[src/rtl/mult_pipe_pkg.sv]
// Shared constants and helpers for the handshaked fixed-point multiplier.
// sat_signed works on a fixed wide signed value so any product width up to MAX_W fits.
package mult_pipe_pkg;

  localparam int RND_TRUNC   = 0;
  localparam int RND_HALF_UP = 1;
  localparam int MAX_W       = 128;

  typedef struct packed {
    logic             ovf;
    logic [MAX_W-1:0] clamped;
  } sat_t;

  function automatic sat_t sat_signed(input logic signed [MAX_W-1:0] value, input int out_w);
    logic signed [MAX_W-1:0] one;
    logic signed [MAX_W-1:0] hi;
    logic signed [MAX_W-1:0] lo;
    sat_t r;
    one = {{(MAX_W-1){1'b0}}, 1'b1};
    hi  = (one <<< (out_w - 1)) - one;
    lo  = -(one <<< (out_w - 1));
    r.ovf     = (value > hi) || (value < lo);
    r.clamped = (value > hi) ? hi : ((value < lo) ? lo : value);
    return r;
  endfunction

  function automatic bit widths_ok(input int a_w, input int b_w, input int out_w,
                                   input int lat, input int fs, input int rnd);
    return (a_w >= 2) && (b_w >= 2) && (out_w >= 1) && (out_w <= a_w + b_w) &&
           (lat >= 1) && (fs >= 0) && (fs <= a_w + b_w - 1) && (a_w + b_w < MAX_W) &&
           ((rnd == RND_TRUNC) || (rnd == RND_HALF_UP));
  endfunction

endpackage

[src/rtl/mult_pipe_hs_if.sv]
// Valid/ready operand and result bundle for mult_pipe_hs.
interface mult_pipe_hs_if #(
  parameter int A_W   = 18,
  parameter int B_W   = 18,
  parameter int OUT_W = 36
);
  logic                    in_valid;
  logic                    in_ready;
  logic signed [A_W-1:0]   a;
  logic signed [B_W-1:0]   b;
  logic                    out_valid;
  logic                    out_ready;
  logic signed [OUT_W-1:0] p;
  logic                    ovf;
  logic                    ovf_sticky;
  logic                    clr_sticky;
  logic                    busy;

  modport master (
    output in_valid, a, b, out_ready, clr_sticky,
    input  in_ready, out_valid, p, ovf, ovf_sticky, busy
  );

  modport slave (
    input  in_valid, a, b, out_ready, clr_sticky,
    output in_ready, out_valid, p, ovf, ovf_sticky, busy
  );
endinterface

[src/rtl/mult_round_sat.sv]
// Combinational shift / round-half-up / saturate-or-wrap of a full signed product to OUT_W.
module mult_round_sat
  import mult_pipe_pkg::*;
#(
  parameter int PW         = 36,
  parameter int OUT_W      = 36,
  parameter int FRAC_SHIFT = 0,
  parameter int ROUND      = 0,
  parameter int SATURATE   = 1
) (
  input  logic signed [PW-1:0]    prod,
  output logic signed [OUT_W-1:0] p,
  output logic                    ovf
);
  localparam int RND_POS = (FRAC_SHIFT > 0) ? FRAC_SHIFT - 1 : 0;
  localparam logic signed [PW:0] RND_ADD =
    ((ROUND == RND_HALF_UP) && (FRAC_SHIFT > 0)) ? ({{PW{1'b0}}, 1'b1} << RND_POS) : '0;

  // One extra bit keeps the rounding add from wrapping at the positive extreme.
  logic signed [PW:0] rnd_sum;
  logic signed [PW:0] shifted;
  sat_t               sat_r;
  logic               unused_hi;

  always_comb begin
    rnd_sum = (PW+1)'(prod) + RND_ADD;
    shifted = rnd_sum >>> FRAC_SHIFT;
    sat_r   = sat_signed(MAX_W'(shifted), OUT_W);
    ovf     = sat_r.ovf;
    p       = (SATURATE != 0) ? sat_r.clamped[OUT_W-1:0] : shifted[OUT_W-1:0];
  end

  assign unused_hi = ^sat_r.clamped[MAX_W-1:OUT_W];

endmodule

[src/rtl/mult_pipe_hs.sv]
// Pipelined signed fixed-point multiplier with valid/ready flow control and overflow flags.
// The whole pipe advances on one enable so a stalled output freezes every stage.
module mult_pipe_hs
  import mult_pipe_pkg::*;
#(
  parameter int A_W        = 18,
  parameter int B_W        = 18,
  parameter int OUT_W      = 36,
  parameter int LATENCY    = 3,
  parameter int FRAC_SHIFT = 0,
  parameter int ROUND      = 0,
  parameter int SATURATE   = 1
) (
  input logic           clk,
  input logic           rst_n,
  mult_pipe_hs_if.slave bus
);
  localparam int PW = A_W + B_W;

  if (!widths_ok(A_W, B_W, OUT_W, LATENCY, FRAC_SHIFT, ROUND)) begin : g_bad_params
    $error("mult_pipe_hs: parameter out of range");
  end

  logic [LATENCY-1:0]      vld_q;
  logic                    en;
  logic                    in_xfer;
  logic                    out_xfer;
  logic                    pre_vld;
  logic signed [PW-1:0]    prod_in;
  logic signed [PW-1:0]    prod_last;
  logic signed [OUT_W-1:0] p_rs;
  logic                    ovf_rs;
  logic signed [OUT_W-1:0] p_q;
  logic                    ovf_q;
  logic                    sticky_q;

  assign en       = !vld_q[LATENCY-1] || bus.out_ready;
  assign in_xfer  = bus.in_valid && en;
  assign out_xfer = vld_q[LATENCY-1] && bus.out_ready;
  assign prod_in  = PW'(bus.a) * PW'(bus.b);

  always_ff @(posedge clk or negedge rst_n) begin
    if (!rst_n) begin
      vld_q <= '0;
    end else if (en) begin
      vld_q[0] <= in_xfer;
      for (int i = 1; i < LATENCY; i++) vld_q[i] <= vld_q[i-1];
    end
  end

  if (LATENCY == 1) begin : g_lat1
    assign prod_last = prod_in;
    assign pre_vld   = in_xfer;
  end else begin : g_latn
    logic signed [PW-1:0] prod_q [LATENCY-1];

    always_ff @(posedge clk or negedge rst_n) begin
      if (!rst_n) begin
        for (int i = 0; i < LATENCY-1; i++) prod_q[i] <= '0;
      end else if (en) begin
        if (in_xfer) prod_q[0] <= prod_in;
        for (int i = 1; i < LATENCY-1; i++) begin
          if (vld_q[i-1]) prod_q[i] <= prod_q[i-1];
        end
      end
    end

    assign prod_last = prod_q[LATENCY-2];
    assign pre_vld   = vld_q[LATENCY-2];
  end

  mult_round_sat #(
    .PW(PW), .OUT_W(OUT_W), .FRAC_SHIFT(FRAC_SHIFT), .ROUND(ROUND), .SATURATE(SATURATE)
  ) u_round_sat (
    .prod (prod_last),
    .p    (p_rs),
    .ovf  (ovf_rs)
  );

  // P/OVF only load on a valid arrival, so bubbles never disturb a held result.
  always_ff @(posedge clk or negedge rst_n) begin
    if (!rst_n) begin
      p_q      <= '0;
      ovf_q    <= 1'b0;
      sticky_q <= 1'b0;
    end else begin
      if (en && pre_vld) begin
        p_q   <= p_rs;
        ovf_q <= ovf_rs;
      end
      if (out_xfer && ovf_q)  sticky_q <= 1'b1;
      else if (bus.clr_sticky) sticky_q <= 1'b0;
    end
  end

  assign bus.in_ready   = en;
  assign bus.out_valid  = vld_q[LATENCY-1];
  assign bus.p          = p_q;
  assign bus.ovf        = ovf_q;
  assign bus.ovf_sticky = sticky_q;
  assign bus.busy       = |vld_q;

endmodule

[src/flat_wrapper.sv]
// flat-port wrapper written by rule: the top's interface ports become plain ports
module mult_pipe_hs_flat import mult_pipe_pkg::*;
#(
  parameter int A_W        = 18,
  parameter int B_W        = 18,
  parameter int OUT_W      = 36,
  parameter int LATENCY    = 3,
  parameter int FRAC_SHIFT = 0,
  parameter int ROUND      = 0,
  parameter int SATURATE   = 1
)
  (clk, rst_n, bus_in_valid, bus_a, bus_b, bus_out_ready, bus_clr_sticky, bus_in_ready, bus_out_valid, bus_p, bus_ovf, bus_ovf_sticky, bus_busy);
  mult_pipe_hs_if #(.A_W(A_W), .B_W(B_W), .OUT_W(OUT_W)) bus_i ();
  input logic clk;
  input logic rst_n;
  input wire logic [$bits(bus_i.in_valid)-1:0] bus_in_valid;
  input wire logic [$bits(bus_i.a)-1:0] bus_a;
  input wire logic [$bits(bus_i.b)-1:0] bus_b;
  input wire logic [$bits(bus_i.out_ready)-1:0] bus_out_ready;
  input wire logic [$bits(bus_i.clr_sticky)-1:0] bus_clr_sticky;
  output wire logic [$bits(bus_i.in_ready)-1:0] bus_in_ready;
  output wire logic [$bits(bus_i.out_valid)-1:0] bus_out_valid;
  output wire logic [$bits(bus_i.p)-1:0] bus_p;
  output wire logic [$bits(bus_i.ovf)-1:0] bus_ovf;
  output wire logic [$bits(bus_i.ovf_sticky)-1:0] bus_ovf_sticky;
  output wire logic [$bits(bus_i.busy)-1:0] bus_busy;
  assign bus_i.in_valid = bus_in_valid;
  assign bus_i.a = bus_a;
  assign bus_i.b = bus_b;
  assign bus_i.out_ready = bus_out_ready;
  assign bus_i.clr_sticky = bus_clr_sticky;
  assign bus_in_ready = bus_i.in_ready;
  assign bus_out_valid = bus_i.out_valid;
  assign bus_p = bus_i.p;
  assign bus_ovf = bus_i.ovf;
  assign bus_ovf_sticky = bus_i.ovf_sticky;
  assign bus_busy = bus_i.busy;
  mult_pipe_hs #(.A_W(A_W), .B_W(B_W), .OUT_W(OUT_W), .LATENCY(LATENCY), .FRAC_SHIFT(FRAC_SHIFT), .ROUND(ROUND), .SATURATE(SATURATE)) u_core (.clk(clk), .rst_n(rst_n), .bus(bus_i));
endmodule
[config.mk]
export PLATFORM = sky130hd
export DESIGN_NAME = mult_pipe_hs_flat
export DESIGN_NICKNAME = d
export VERILOG_FILES = /design/src/rtl/mult_pipe_pkg.sv /design/src/rtl/mult_pipe_hs_if.sv /design/src/rtl/mult_round_sat.sv /design/src/rtl/mult_pipe_hs.sv /design/src/flat_wrapper.sv
export SDC_FILE = /design/constraint.sdc
export NUM_CORES = 1
export LEC_CHECK = 0
export BUFFER_PORTS_ARGS = -buffer_cell sky130_fd_sc_hd__buf_2
export CELL_PAD_IN_SITES_DETAIL_PLACEMENT = 0
export CELL_PAD_IN_SITES_GLOBAL_PLACEMENT = 1
export CORE_ASPECT_RATIO = 1.4
export CORE_UTILIZATION = 51
export CTS_CLUSTER_SIZE = 14
export DETAILED_ROUTE_END_ITERATION = 10
export MAX_ROUTING_LAYER = met4
export PLACE_DENSITY_LB_ADDON = 0.1
export REMOVE_ABC_BUFFERS = 1
export SKIP_LAST_GASP = 1
export SLEW_MARGIN = 15
export SYNTH_ARGS = -nofsm -noshare
export SYNTH_HDL_FRONTEND = slang
export SYNTH_SLANG_ARGS = --single-unit
export TNS_END_PERCENT = 30
[constraint.sdc]
create_clock -name clk -period 1.9 [get_ports clk]
set_input_delay 0.095 -clock clk [delete_from_list [all_inputs] [get_ports clk]]
set_output_delay 0.095 -clock clk [all_outputs]
set_load 0.01 [all_outputs]
# Word-level counts from Yosys, hierarchy flattened
# Index checks and enable logic that the tools add are counted.
# W data, S select, Z words.
# word_totals
out_inout_bits,41
inputBits,41
register_bits,113
elab_cells,24
# op_classes
reduce_logical,11
n_mul,1
magnitude_cmp,2
n_mux,4
# op_table
op,n
$mux W36,2
$gt A36 B36 Y1 const B,1
$lt A36 B36 Y1 const B,1
$mul A18 B18 Y36,1
$logic_and A1 B1 Y1,4
$reduce_and A2 Y1,2
$reduce_or A3 Y1,1
$logic_or A1 B1 Y1,2
$mux W1,2
$reduce_bool A2 Y1,1
$logic_not A1 Y1,1

# Logic depth before layout (Yosys ltp)
# depth
depth_word,4
mapped_depth,25
ltp_nobuf,23

# Modules after synthesis
# Synthesis repeated with hierarchy kept, for this count alone.
# unflattened
cells_unflattened,1654
hier_area_um2,16393.2
# modules_own_cells
module,n_inst,area_each_um2,seq_area_each_um2,cells_each
mult_pipe_hs,1,16246.8,2827.7,1616
mult_round_sat,1,146.4,0.0,38

# Worst setup path after synthesis
# OpenSTA, ideal clock, no wires.
# synth_path
kind,input to register
startpoint,input port bus_a[17]
endpoint,register u_core.g_latn.prod_q[69] (netlist name)
setup_ps,124
arrival_time_ps,5524
t_required_ps,1776
path_stages,23
slack_ps,-3747
path_buffers,1
path_cell_list,clkbuf_1 nand2_1 inv_1 fa_1 inv_1 fa_1 inv_1 ha_1 inv_1 fa_1 inv_1 fa_1 inv_1 fa_1 inv_1 ha_1 and3_1 o21ai_0 nand3b_1 or2_1 a311oi_2 nor4b_1 a211o_1
# synth_via
elab_chain_len,1
# synth_lines
element,line,source
from (decl),flat_wrapper.sv:17,input wire logic [$bits(bus_i.a)-1:0] bus_a;
$mul A18 B18 Y36,mult_pipe_hs.sv:40,assign prod_in = PW'(bus.a) * PW'(bus.b);
"to (signal, indexed assignment)",mult_pipe_hs.sv:63,if (vld_q[i-1]) prod_q[i] <= prod_q[i-1];
to (decl),mult_pipe_hs.sv:55,logic signed [PW-1:0] prod_q [LATENCY-1];
# Every way passes these cells.
# A chain may end at the register's enable or synchronous reset.

# Worst setup path in the final report
# layout_path
startpoint,input port bus_b[6]
endpoint,register u_core.g_latn.prod_q[69] (netlist name)
# layout_via
elab_chain_len,1
# layout_lines
element,line,source
from (decl),flat_wrapper.sv:18,input wire logic [$bits(bus_i.b)-1:0] bus_b;
$mul A18 B18 Y36,mult_pipe_hs.sv:40,
# Every way passes these cells.

==> reports/metrics.yaml <==
setup_path:
  arrival_ns: 5.43
  reg2reg_depth: 5
  cp-end-kind: "flip-flop"
  reg2reg_from: "u_core.vld_q[2]"
  crit_type: "input pin to flip-flop"
  cp.depth: 22
  path_buf_inv: 6
  worstSetupStartpointType: "input pin"
  cp.required_ns: 2.19
  path_common_cell: "fa_1"
  cp_max_fo: 6
  crit_slowest_cell: "fa_1"
  crit_path_start: "bus_b[6]"
  critPathTopFamily: "adder cells"
  worstPathCellList: "buf_12 -> buf_12 -> and2_1 -> fa_1 -> fa_1 -> inv_1 -> fa_1 -> inv_1 -> fa_1 -> fa_1 -> inv_1 -> fa_1 -> inv_1 -> ha_1 -> a21oi_2 -> o21ai_1 -> nand3_1 -> nand3b_1 -> or2_4 -> a311oi_4 -> nor4b_2 -> a211o_1"
  critPathMaxStageDelay_ns: 0.59
run_status:
  violations: "negative setup slack"
  status: "finished with violations"
sta:
  finClkSkew_ns: 0.009820
  layout_setup_ws_ns: -3.235
  max_freq_mhz: 194.7
  finalHoldViolations: 0
  rsz0062_at_grt: "yes"
  min_period_over_period_pct: 270.3
  hold_slack_ns: 0.1694
  finalSetupViolCount: 33
  tightestPinTransition_ns: 0.4509
  slew_viol_final: 0
  relSlewSlack_pct: 69.94
  min_period_ns: 5.135
synth:
  ys_types: 54
  ys_async_sr_fraction_pct: 100.0
  synth-simple-area-share_pct: 13.62
  synth_top_family_by_area: "adder cells"
  avgSynthCellArea_um2: 9.872
  synth_compound_area_share_pct: 4.431
  synth_top_cell_area_share_pct: 40.29
  ys_top_cells_by_area: "fa_1, dfrtp_1, inv_1"
  synthAdderAreaFrac_pct: 47.41
  synth_edf_count: 0
  ys_seq_elements: 113
  synth-xor-area-share_pct: 1.768
  netlist_area_um2: 16350
  seq_area_frac_synth_pct: 17.30
  synth_ff_type: "dfrtp_1"
  muxShareOfSynthArea_pct: 5.174
  netlist.top_cell.by_area: "fa_1"
  yosysWarnings: 0
  netlist_instances: 1656
drt:
  initialDrtViolationCount: 473
  first_pass_iters: 6
  via_count: 11820
  ant_nets: 0
  wl_per_cell_um: 16.87
  wl_um: 39090
  route.detailed.drc: 0
  avgViaCountPerCell: 5.103
placement:
  gp_congestion: 0.9099
  port_buffers: 81
  dp_hpwl_um: 33220
layout:
  area_growth_pct: 23.53
  nets: 2372
  final_core_util_pct: 63.91
  antenna_cells: 0
  drive_gt1_share_pct: 27.26
cts:
  cts_buffers: 17
  cts_tree: "done"
  cts-root-buf: "clkbuf_16"
  clk_latency_ns: 0.41
  path_clk_slew_ns: 0.06
  clock_path_buffers: 2
  cts_num_sinks: 113
  h-tree-depth: 4
min_path:
  hp-class: "input pin to async pin"
floorplanning:
  num_io_pins: 82
  start_util_pct: 51.73
  dieArea_um2: 32780
  fp.dieH_um: 213.8
  chipWidth_um: 153.3
  num_rows: 77
  core-area_um2: 31600
global_route:
  grt_usage_pct: 25.80
  overflow: 0
  grt_start_max_net_pins: 70
  grt_pass1_wl_um: 63880
  grt_pass1_vias: 12830
  antenna_found_initial: 0
job:
  maxCapViolCount: 0
-- metrics by stage --
step | TNS (ns) | setup WS, ns | cells | area, um^2
global route | -88.94 | -3.421 | 2317 | 20190
finish | -83.41 | -3.235 | 2317 | 20190
floorplan | -89.68 | -3.531 | 1595 | 16100
detailed placement | -106.35 | -3.993 | 2259 | 18450
CTS | -86.19 | -3.259 | 2311 | 19830
global placement | -104.80 | -3.957 | 2259 | 18450
-- what timing repair did --
action	in CTS	in global routing
setup buffers	17	6
pin swaps	65	72
endpoints found under the setup margin	33	33
hold endpoints to repair	37	0
gates resized for setup	144	76
hold buffers	3	0
gates cloned	0	2
-- area by class of cell --
class	instances	area (um^2)
clock buffer	18	439.2
clock inverter	14	165.2
fill	2659	11410
inverter	383	1438
multi-input combinational	1099	12440
sequential	113	2828
tap	395	494.2
timing repair buffer	295	2395
-- sequential cells by signal, summed over array words and instances (netlist names) --
name                   count
u_core.bus.ovf             1
u_core.bus.ovf_sticky      1
u_core.g_latn.prod_q      36
u_core.vld_q               3
u_core.bus.p              36
u_core.prod_last          36
-- cell families after synthesis --
family,count (synthesis)
DFF,113
xor gates and xnor gates,33
and+or+nand+nor,454
muxes,75
adders and majority gates,422
AOI/OAI and AO/OA,115
buffers and inverters,444
-- cells in the final DEF (no fill, tap or decap), types with 4 or more instances in the layout --
cell	n
xor2_1	11
a21o_1	8
clkinv_2	4
nand2b_1	11
nor2_1	23
nor3_1	7
dfrtp_1	113
clkinvlp_4	5
o21ai_1	13
fa_1	312
ha_1	76
clkbuf_16	19
nand3_1	8
fa_2	17
inv_2	16
a21oi_2	16
buf_4	196
nand4_1	5
nand2_2	9
ha_4	16
a21oi_1	12
mux2_2	72
and2_1	141
o21ai_0	24
buf_2	49
buf_6	30
o211ai_1	5
buf_12	10
and2_4	13
o21ai_2	5
inv_1	367
a21oi_4	5
o21a_1	4
nand2_1	209
xnor2_1	20
-- per-layer routing --
| layer | up-vias | wire length [um] | share of wire [%] | track usage (%) |
|---|---|---|---|---|
| met2 | 195 | 22170 | 57 | 48.35 |
| met1 | 6113 | 14440 | 37 | 28.37 |
| met5 | - | 0 | 0 | - |
| met4 | 0 | 1517 | 3.9 | 10.31 |
| met3 | 68 | 966 | 2.5 | 2.021 |
| li1 | 5447 | - | - | - |
-- Yosys cell counts, types with 13 or more instances --
cell type  count
a21oi_1       31
and2_1       154
clkbuf_1      57
dfrtp_1      113
fa_1         329
ha_1          93
inv_1        383
mux2_2        72
nand2_1      218
nor2_1        25
o21ai_0       27
o21ai_1       16
xnor2_1       20
xor2_1        13
-- final timing paths --
path / to / slack (ns)
min reg2reg: u_core.g_latn.prod_q[36] / 0.46
max reg2reg: u_core.g_latn.prod_q[39] / 0.28
max: u_core.g_latn.prod_q[69] / -3.23
min in group clk: u_core.vld_q[2] / 0.17
min: u_core.bus.ovf_sticky / 0.17
max in group asynchronous: u_core.g_latn.prod_q[45] / 1.03
Power is left out: the tool's default activity adds up to more than one toggle a clock period on the data nets, which glitch-free logic cannot reach.
